`src/rtl/jump_index_encoder_pkg.sv`:
```
// Shared constants, error-vector type and helpers for re-encoding J-type jump
// destinations into their 26-bit instruction index.
package jump_index_encoder_pkg;

  localparam int JUMP_IDX_W   = 26;
  localparam int REGION_MSB   = 31;
  localparam int REGION_LSB   = 28;
  localparam int ERR_MISALIGN = 0;
  localparam int ERR_REGION   = 1;

  typedef logic [1:0] jerr_t;

  // The index is simply the word address inside the current 256 MB region.
  function automatic logic [JUMP_IDX_W-1:0] extractIndex(input logic [31:0] target);
    return target[JUMP_IDX_W+1:2];
  endfunction

  function automatic jerr_t calcJumpErr(
    input logic [1:0]                     targetLow,
    input logic [REGION_MSB-REGION_LSB:0] targetRegion,
    input logic [REGION_MSB-REGION_LSB:0] pcRegion
  );
    jerr_t errVec;
    errVec               = 2'b00;
    errVec[ERR_MISALIGN] = (targetLow != 2'b00);
    errVec[ERR_REGION]   = (targetRegion != pcRegion);
    return errVec;
  endfunction

endpackage

```
`src/rtl/jump_index_check.sv`:
```
// Purely combinational alignment and 256 MB region compare feeding stage 1
// of jump_index_encoder.
module jump_index_check
  import jump_index_encoder_pkg::*;
(
  input  logic [31:0]           target,
  input  logic [31:0]           pcPlus4,
  output logic [JUMP_IDX_W-1:0] index,
  output jerr_t                 err
);

  // Only the region nibble of PC+4 matters; the rest is sunk explicitly.
  logic unusedPcBits_s;

  assign unusedPcBits_s = ^pcPlus4[REGION_LSB-1:0];
  assign index          = extractIndex(target);
  assign err            = calcJumpErr(target[1:0],
                                      target[REGION_MSB:REGION_LSB],
                                      pcPlus4[REGION_MSB:REGION_LSB]);

endmodule

```
`src/rtl/jump_index_encoder.sv`:
```
// Two-stage valid/ready pipeline that turns a 32-bit jump target into the
// J-type index and flags misalignment / region mismatch.
// Optional saturating error counter: define JUMP_INDEX_ENC_ERRCNT_EN.
module jump_index_encoder
  import jump_index_encoder_pkg::*;
#(
  parameter int CNT_W = 16
) (
  input  logic                  clk,
  input  logic                  rst_n,
  input  logic                  flush,
  input  logic                  in_valid,
  output logic                  in_ready,
  input  logic [31:0]           in_target,
  input  logic [31:0]           in_pc_plus4,
  output logic                  out_valid,
  input  logic                  out_ready,
  output logic [JUMP_IDX_W-1:0] out_index,
  output logic [1:0]            out_err,
  output logic [CNT_W-1:0]      err_count
);

  logic [JUMP_IDX_W-1:0] chkIndex_s;
  jerr_t                 chkErr_s;

  logic                  s1Valid_r;
  logic [JUMP_IDX_W-1:0] s1Index_r;
  jerr_t                 s1Err_r;
  logic                  s2Valid_r;
  logic [JUMP_IDX_W-1:0] s2Index_r;
  jerr_t                 s2Err_r;

  logic                  s1Advance_s;
  logic                  inAccept_s;
  logic                  outXfer_s;
  logic                  inReady_s;

  jump_index_check uCheck (
    .target  (in_target),
    .pcPlus4 (in_pc_plus4),
    .index   (chkIndex_s),
    .err     (chkErr_s)
  );

  // Handshake decode; in_ready deliberately depends on out_ready (no skid buffer).
  always_comb begin
    s1Advance_s = 1'b0;
    inReady_s   = 1'b0;
    inAccept_s  = 1'b0;
    outXfer_s   = 1'b0;
    if (s1Valid_r && (!s2Valid_r || out_ready)) begin
      s1Advance_s = 1'b1;
    end else begin
      s1Advance_s = 1'b0;
    end
    inReady_s  = !s1Valid_r || s1Advance_s;
    inAccept_s = in_valid && inReady_s;
    outXfer_s  = s2Valid_r && out_ready;
  end

  // Stage valids; flush wins over any accept or advance in the same cycle.
  always_ff @(posedge clk or negedge rst_n) begin
    if (!rst_n) begin
      s1Valid_r <= 1'b0;
      s2Valid_r <= 1'b0;
    end else if (flush) begin
      s1Valid_r <= 1'b0;
      s2Valid_r <= 1'b0;
    end else begin
      if (inAccept_s) begin
        s1Valid_r <= 1'b1;
      end else if (s1Advance_s) begin
        s1Valid_r <= 1'b0;
      end else begin
        s1Valid_r <= s1Valid_r;
      end
      if (s1Advance_s) begin
        s2Valid_r <= 1'b1;
      end else if (outXfer_s) begin
        s2Valid_r <= 1'b0;
      end else begin
        s2Valid_r <= s2Valid_r;
      end
    end
  end

  // Stage payloads; S2 only changes when S1 advances, so it holds under backpressure.
  always_ff @(posedge clk or negedge rst_n) begin
    if (!rst_n) begin
      s1Index_r <= {JUMP_IDX_W{1'b0}};
      s1Err_r   <= 2'b00;
      s2Index_r <= {JUMP_IDX_W{1'b0}};
      s2Err_r   <= 2'b00;
    end else begin
      if (inAccept_s) begin
        s1Index_r <= chkIndex_s;
        s1Err_r   <= chkErr_s;
      end
      if (s1Advance_s) begin
        s2Index_r <= s1Index_r;
        s2Err_r   <= s1Err_r;
      end
    end
  end

  assign in_ready  = inReady_s;
  assign out_valid = s2Valid_r;
  assign out_index = s2Index_r;
  assign out_err   = s2Err_r;

`ifdef JUMP_INDEX_ENC_ERRCNT_EN
  logic [CNT_W-1:0] errCnt_r;

  // Saturating count of issued results carrying any error; only rst_n clears it.
  always_ff @(posedge clk or negedge rst_n) begin
    if (!rst_n) begin
      errCnt_r <= {CNT_W{1'b0}};
    end else if (outXfer_s && (s2Err_r != 2'b00) && (errCnt_r != {CNT_W{1'b1}})) begin
      errCnt_r <= errCnt_r + CNT_W'(1);
    end else begin
      errCnt_r <= errCnt_r;
    end
  end

  assign err_count = errCnt_r;
`else
  assign err_count = {CNT_W{1'b0}};
`endif

endmodule
```
`config.mk`:
```
export PLATFORM = sky130hd
export DESIGN_NAME = jump_index_encoder
export DESIGN_NICKNAME = d
export VERILOG_FILES = /design/src/rtl/jump_index_encoder_pkg.sv /design/src/rtl/jump_index_check.sv /design/src/rtl/jump_index_encoder.sv
export SDC_FILE = /design/constraint.sdc
export NUM_CORES = 1
export LEC_CHECK = 0
export ABC_CLOCK_PERIOD_IN_PS = 1600
export BUFFER_PORTS_ARGS = -buffer_cell sky130_fd_sc_hd__buf_4
export CAP_MARGIN = 25
export CORE_UTILIZATION = 48
export CTS_BUF_LIST = sky130_fd_sc_hd__clkbuf_4 sky130_fd_sc_hd__clkbuf_8
export DETAILED_ROUTE_END_ITERATION = 16
export PLACE_DENSITY_LB_ADDON = 0.08
export RECOVER_POWER = 50
export SETUP_SLACK_MARGIN = 0.3
export SYNTH_ARGS = -nofsm -noshare
export SYNTH_HDL_FRONTEND = slang
export SYNTH_SLANG_ARGS = --single-unit
```
`constraint.sdc`:
```
create_clock -name clk -period 1.6 [get_ports clk]
set_clock_uncertainty 0.1 [all_clocks]
set_input_delay 0.4 -clock clk [delete_from_list [all_inputs] [get_ports clk]]
set_output_delay 0.4 -clock clk [all_outputs]
set_load 0.02 [all_outputs]
```
[After elaboration in Yosys (flattened, before gate mapping)]
Index checks and enable logic that the tools add are counted.
Storage, ports and cells
  output and inout bits: 46
  logic and storage cells: 24
  input bits: 69
  register bits after elaboration: 58
Cells by class
  reduce and logical (&&, ||, !) cells: 10
  multiplexer cells: 7
  eq/ne operators: 1
Operator list (count)
  two-way mux 1 bit: 7
  nonzero test 3 bit: 2
  != test 4 bit: 1
  logical AND 1 bit: 3
  zero test 1 bit: 2
  logical OR 1 bit: 2
  nonzero test 2 bit: 1

[Depth between registers and ports, before layout]
  word-level depth: 8
  gate-level depth with buffers: 4
  gate-level depth less buffers: 3

[Cells and area by module]
From an unflattened synthesis, not the netlist that was laid out.
Unflattened totals
  cell total of the unflattened synthesis: 175
  area, all modules: 2736.4 um2
By module, submodules not included
  jump_index_encoder: times used 1, cells an instance 143, area an instance 2493.6 um2
  jump_index_check: times used 1, cells an instance 32, area an instance 242.7 um2

[Worst setup path before layout]
No wires, ideal clock.
  path kind: register -> register
  start point: reg s2Valid_r, in the netlist out_valid
  end point: reg s2Index_r[10], in the netlist out_index[10]
  data arrival time: 1.369 ns
  setup time: 0.125 ns
  path slack: 0.006 ns
  clock period less this slack: 1.594 ns
  cell stages (with the launch flop): 5
  data required time: 1.375 ns
  buffers on the path: 1
  cell sequence: dfrtp_1 > inv_2 > o21ai_4 > buf_12 > mux2_4
On the way
  word-level cells in the longest chain between the ends: 4
Ends and longest elaborated chain
  from (decl): line jump_index_encoder.sv:29  | logic s2Valid_r;
  from (signal assigned): line jump_index_encoder.sv:82  | s2Valid_r <= s2Valid_r;
  zero test 1 bit: line jump_index_encoder.sv:51  | if (s1Valid_r && (!s2Valid_r || out_ready)) begin
  logical OR 1 bit: line jump_index_encoder.sv:51
  logical AND 1 bit: line jump_index_encoder.sv:51
  two-way mux 1 bit: line jump_index_encoder.sv:51
  to (signal assigned): line jump_index_encoder.sv:92  | s2Index_r <= {JUMP_IDX_W{1'b0}};
  to (signal assigned): line jump_index_encoder.sv:100  | s2Index_r <= s1Index_r;
  to (decl): line jump_index_encoder.sv:30  | logic [JUMP_IDX_W-1:0] s2Index_r;
No other way between the ends.
A chain may end at the register's enable or synchronous reset.

[Worst setup path in the final report]
  start point: reg s2Valid_r, in the netlist out_valid
  end point: reg s1Index_r[18]
On the way
  word-level cells in the longest chain between the ends: 6
Ends and longest elaborated chain
  zero test 1 bit: line jump_index_encoder.sv:51
  logical OR 1 bit: line jump_index_encoder.sv:51
  logical AND 1 bit: line jump_index_encoder.sv:51
  two-way mux 1 bit: line jump_index_encoder.sv:51
  logical OR 1 bit: line jump_index_encoder.sv:56  | inReady_s = !s1Valid_r || s1Advance_s;
  logical AND 1 bit: line jump_index_encoder.sv:57  | inAccept_s = in_valid && inReady_s;
  to (signal assigned): line jump_index_encoder.sv:90  | s1Index_r <= {JUMP_IDX_W{1'b0}};
  to (signal assigned): line jump_index_encoder.sv:96  | s1Index_r <= chkIndex_s;
  to (decl): line jump_index_encoder.sv:27  | logic [JUMP_IDX_W-1:0] s1Index_r;
No other way between the ends.

==> results.sh <==
export IMPL_status="finished clean"
export IMPL_areaGrowthSynthToFinish_pct=51.01
export IMPL_grt_max_degree=33
export IMPL_leakage_uw=0.001943
export IMPL_htreeDepth=3
export IMPL_crit_chain="nand3b_4 > buf_4 > buf_12 > buf_12 > nand2_8 > mux2_4"
export IMPL_viasPerCell=4.597
export IMPL_clkSlewWorstSetupHoldPaths_ns=0.07
export IMPL_r2r_start="out_valid"
export IMPL_dr_pass1_iters=4
export IMPL_rrSetupSlack_ns=0.04
export IMPL_worstSetupPathDepth=6
export IMPL_peakVddDrop_uv=728.5
export IMPL_layout_drive_gt1_share_pct=64.07
export IMPL_dieArea_um2=5579
export IMPL_drt_iter0_markers=50
export IMPL_worstPathRequired_ns=1.69
export IMPL_min_path_type="input pin to register"
export IMPL_crit_start="out_valid"
export IMPL_grt_pass1_wl_um=7734
export IMPL_wl_um=5336
export IMPL_grt_pass1_vias=1584
export IMPL_max_slew_margin_pct=53.72
export IMPL_cp_num_buf_inv=3
export IMPL_final_net_count=334
export IMPL_routabilityCongestion=0.6651
export IMPL_hold_viol=0
export IMPL_drc_errors=0
export IMPL_setup_viol_count_final=0
export IMPL_cts_tree="built"
export IMPL_final_cell_mix="buf_4 (60), dfrtp_1 (56), mux2_4 (54), buf_6 (22), conb_1 (16)"
export IMPL_maxCapViolations=0
export IMPL_fmax_mhz=641.6
export IMPL_critPathMaxStageDelay_ns=0.40
export IMPL_synthSimpleGateAreaFrac_pct=1.776
export IMPL_grt_usage_pct=19.47
export IMPL_rsz0062_at_grt="true"
export IMPL_place_hpwl_um=3018
export IMPL_syn_inst=151
export IMPL_worst_setup_path_end_kind="register"
export IMPL_netlist_area_um2=2536
export IMPL_initial_core_util_pct=49.66
export IMPL_synthMuxAreaShare_pct=30.34
export IMPL_worst_pin_slew_ns=0.6942
export IMPL_ys_types=17
export IMPL_synth_adder_area_share_pct=0
export IMPL_wl_per_cell_um=15.69
export IMPL_r2r_end="s1Index_r[18]"
export IMPL_fp_dieW_um=74.69
export IMPL_num_rows=26
export IMPL_crit_family="buffers and inverters"
export IMPL_tns_ns=0
export IMPL_io_buffer_count=70
export IMPL_core_area_um2=5107
export IMPL_layout_commonest_cell="buf_4"
export IMPL_clock_latency_ns=0.32
export IMPL_synth_seq_cells=58
export IMPL_pin_count=115
export IMPL_die_h_um=74.69
export IMPL_synth_top_family_by_area="multiplexers"
export IMPL_syn_avg_cell_area_um2=16.80
export IMPL_crit_top_cell="buf_12"
export IMPL_ant_nets=0
export IMPL_worstPathArrival_ns=1.65
export IMPL_cp_max_fo=7
export IMPL_ys_warn_count=0
export IMPL_cts_buffers=9
export IMPL_crit_end="s1Index_r[18]"
export IMPL_grt_overflow_total=0
export IMPL_cts_sinks=58
export IMPL_vias=1563
export IMPL_drv_slew=0
export IMPL_total_power_uw=4781
export IMPL_r2r_cells=6
export IMPL_clock_path_buffers=2
export IMPL_start_kind="register"
export IMPL_diodes=0
export IMPL_finalCriticalPeriod_ns=1.559
export IMPL_path_class="register to register"
export IMPL_ys_seq_area_share_pct=57.23
export IMPL_period_share_pct=97.41
export IMPL_synth_compound_area_share_pct=1.480
export IMPL_cp_slowest_cell="dfrtp_2"
export IMPL_synthXorXnorAreaFrac_pct=1.381
export IMPL_cts_root_buf="clkbuf_8"
export IMPL_power_density_nw_per_um2=1248
export IMPL_antenna_found_initial=0
[cell families after synthesis]
logic type | after synthesis
flops | 58
other cells | 1
xor+xnor | 4
compound gates | 5
mux | 55
buf+inv | 23
simple gates | 5
[report_power, final]
| group | total [uW] | internal, uW | switching [uW] |
|---|---|---|---|
| combinational | 1280 | 754 | 525 |
| sequential | 1850 | 1700 | 152 |
| clock | 1650 | 1080 | 571 |
| total | 4780 | 3530 | 1250 |
[per-stage QoR]
step	worst slack [ns]	util, %	instance area [um^2]	instances	hold WS, ns
after global placement	0.05895	60.98	3114	290	0.2281
after floorplan	0.06392	-	2636	166	0.004409
after global routing	0.008509	74.99	3830	340	0.1188
after CTS	0.04486	73.71	3765	331	0.1073
after detailed placement	0.02213	60.98	3114	290	0.2357
final	0.04146	74.99	3830	340	0.1306
[synthesized netlist by cell type]
| master | count | area share (%) |
|---|---|---|
| dfrtp_1 | 58 | 57 |
| mux2_4 | 40 | 24 |
| buf_4 | 16 | 4.7 |
| mux2_2 | 15 | 6.7 |
| xnor2_1 | 4 | 1.4 |
| a21oi_1 | 3 | 0.59 |
| buf_12 | 2 | 1.6 |
| buf_6 | 2 | 0.89 |
| inv_1 | 2 | 0.30 |
| nor2_1 | 2 | 0.30 |
| a31oi_1 | 1 | 0.25 |
| conb_1 | 1 | 0.15 |
| inv_2 | 1 | 0.15 |
| nand2_4 | 1 | 0.44 |
| nand3b_4 | 1 | 0.79 |
| nand4_1 | 1 | 0.25 |
| o21ai_4 | 1 | 0.64 |
[final cells by class]
type	instances	area [um^2]
Sequential cell	58	1454
Fill cell	344	1277
Multi-Input combinational cell	88	1069
Timing Repair Buffer	105	954.7
Clock buffer	10	137.6
Clock inverter	6	113.9
Tap cell	70	87.58
Inverter	3	13.76
[what timing repair did]
action | 4_1_cts | 5_1_grt
setup buffers | 21 | 6
gates resized for setup | 39 | 10
gates cloned | 3 | 3
hold buffers | 1 | 0
setup endpoints to repair | 85 | 85
pin swaps | 2 | 2
endpoints found under the hold margin | 26 | 0
[routing by layer]
| layer | GRT usage, % | vias up | wire length, um |
|---|---|---|---|
| met1 | 24.23 | 794 | 2261 |
| met5 | 0 | - | 0 |
| li1 | - | 716 | - |
| met4 | 6.918 | 0 | 18 |
| met3 | 5.355 | 2 | 257 |
| met2 | 32.73 | 51 | 2798 |
[worst register-to-register path, delay by kind of cell, from the launching register on]
family	cells	cell delay, ns
multiplexers	1	0.32
buffers and inverters	3	0.41
flip-flops	1	0.40
AND/OR/NAND/NOR	2	0.21
[state kept, by name, indices dropped and copies added (netlist names)]
signal     count
out_err        2
out_index     26
out_valid      1
s1Err_r        2
s1Index_r     26
s1Valid_r      1
[worst min path at each step]
stage | slack (ns) | depth (start not counted) | to | startpoint
finish | 0.13 | 2 | s1Valid_r | flush
global route | 0.12 | 2 | out_valid | flush
global placement | 0.23 | 1 | out_index[8] | rst_n
CTS | 0.11 | 2 | out_valid | flush
floorplan | 0.004 | 0 | out_err[0] | rst_n
detailed placement | 0.24 | 1 | s1Index_r[8] | rst_n
Note: power is estimated with default switching activity, not from simulation.
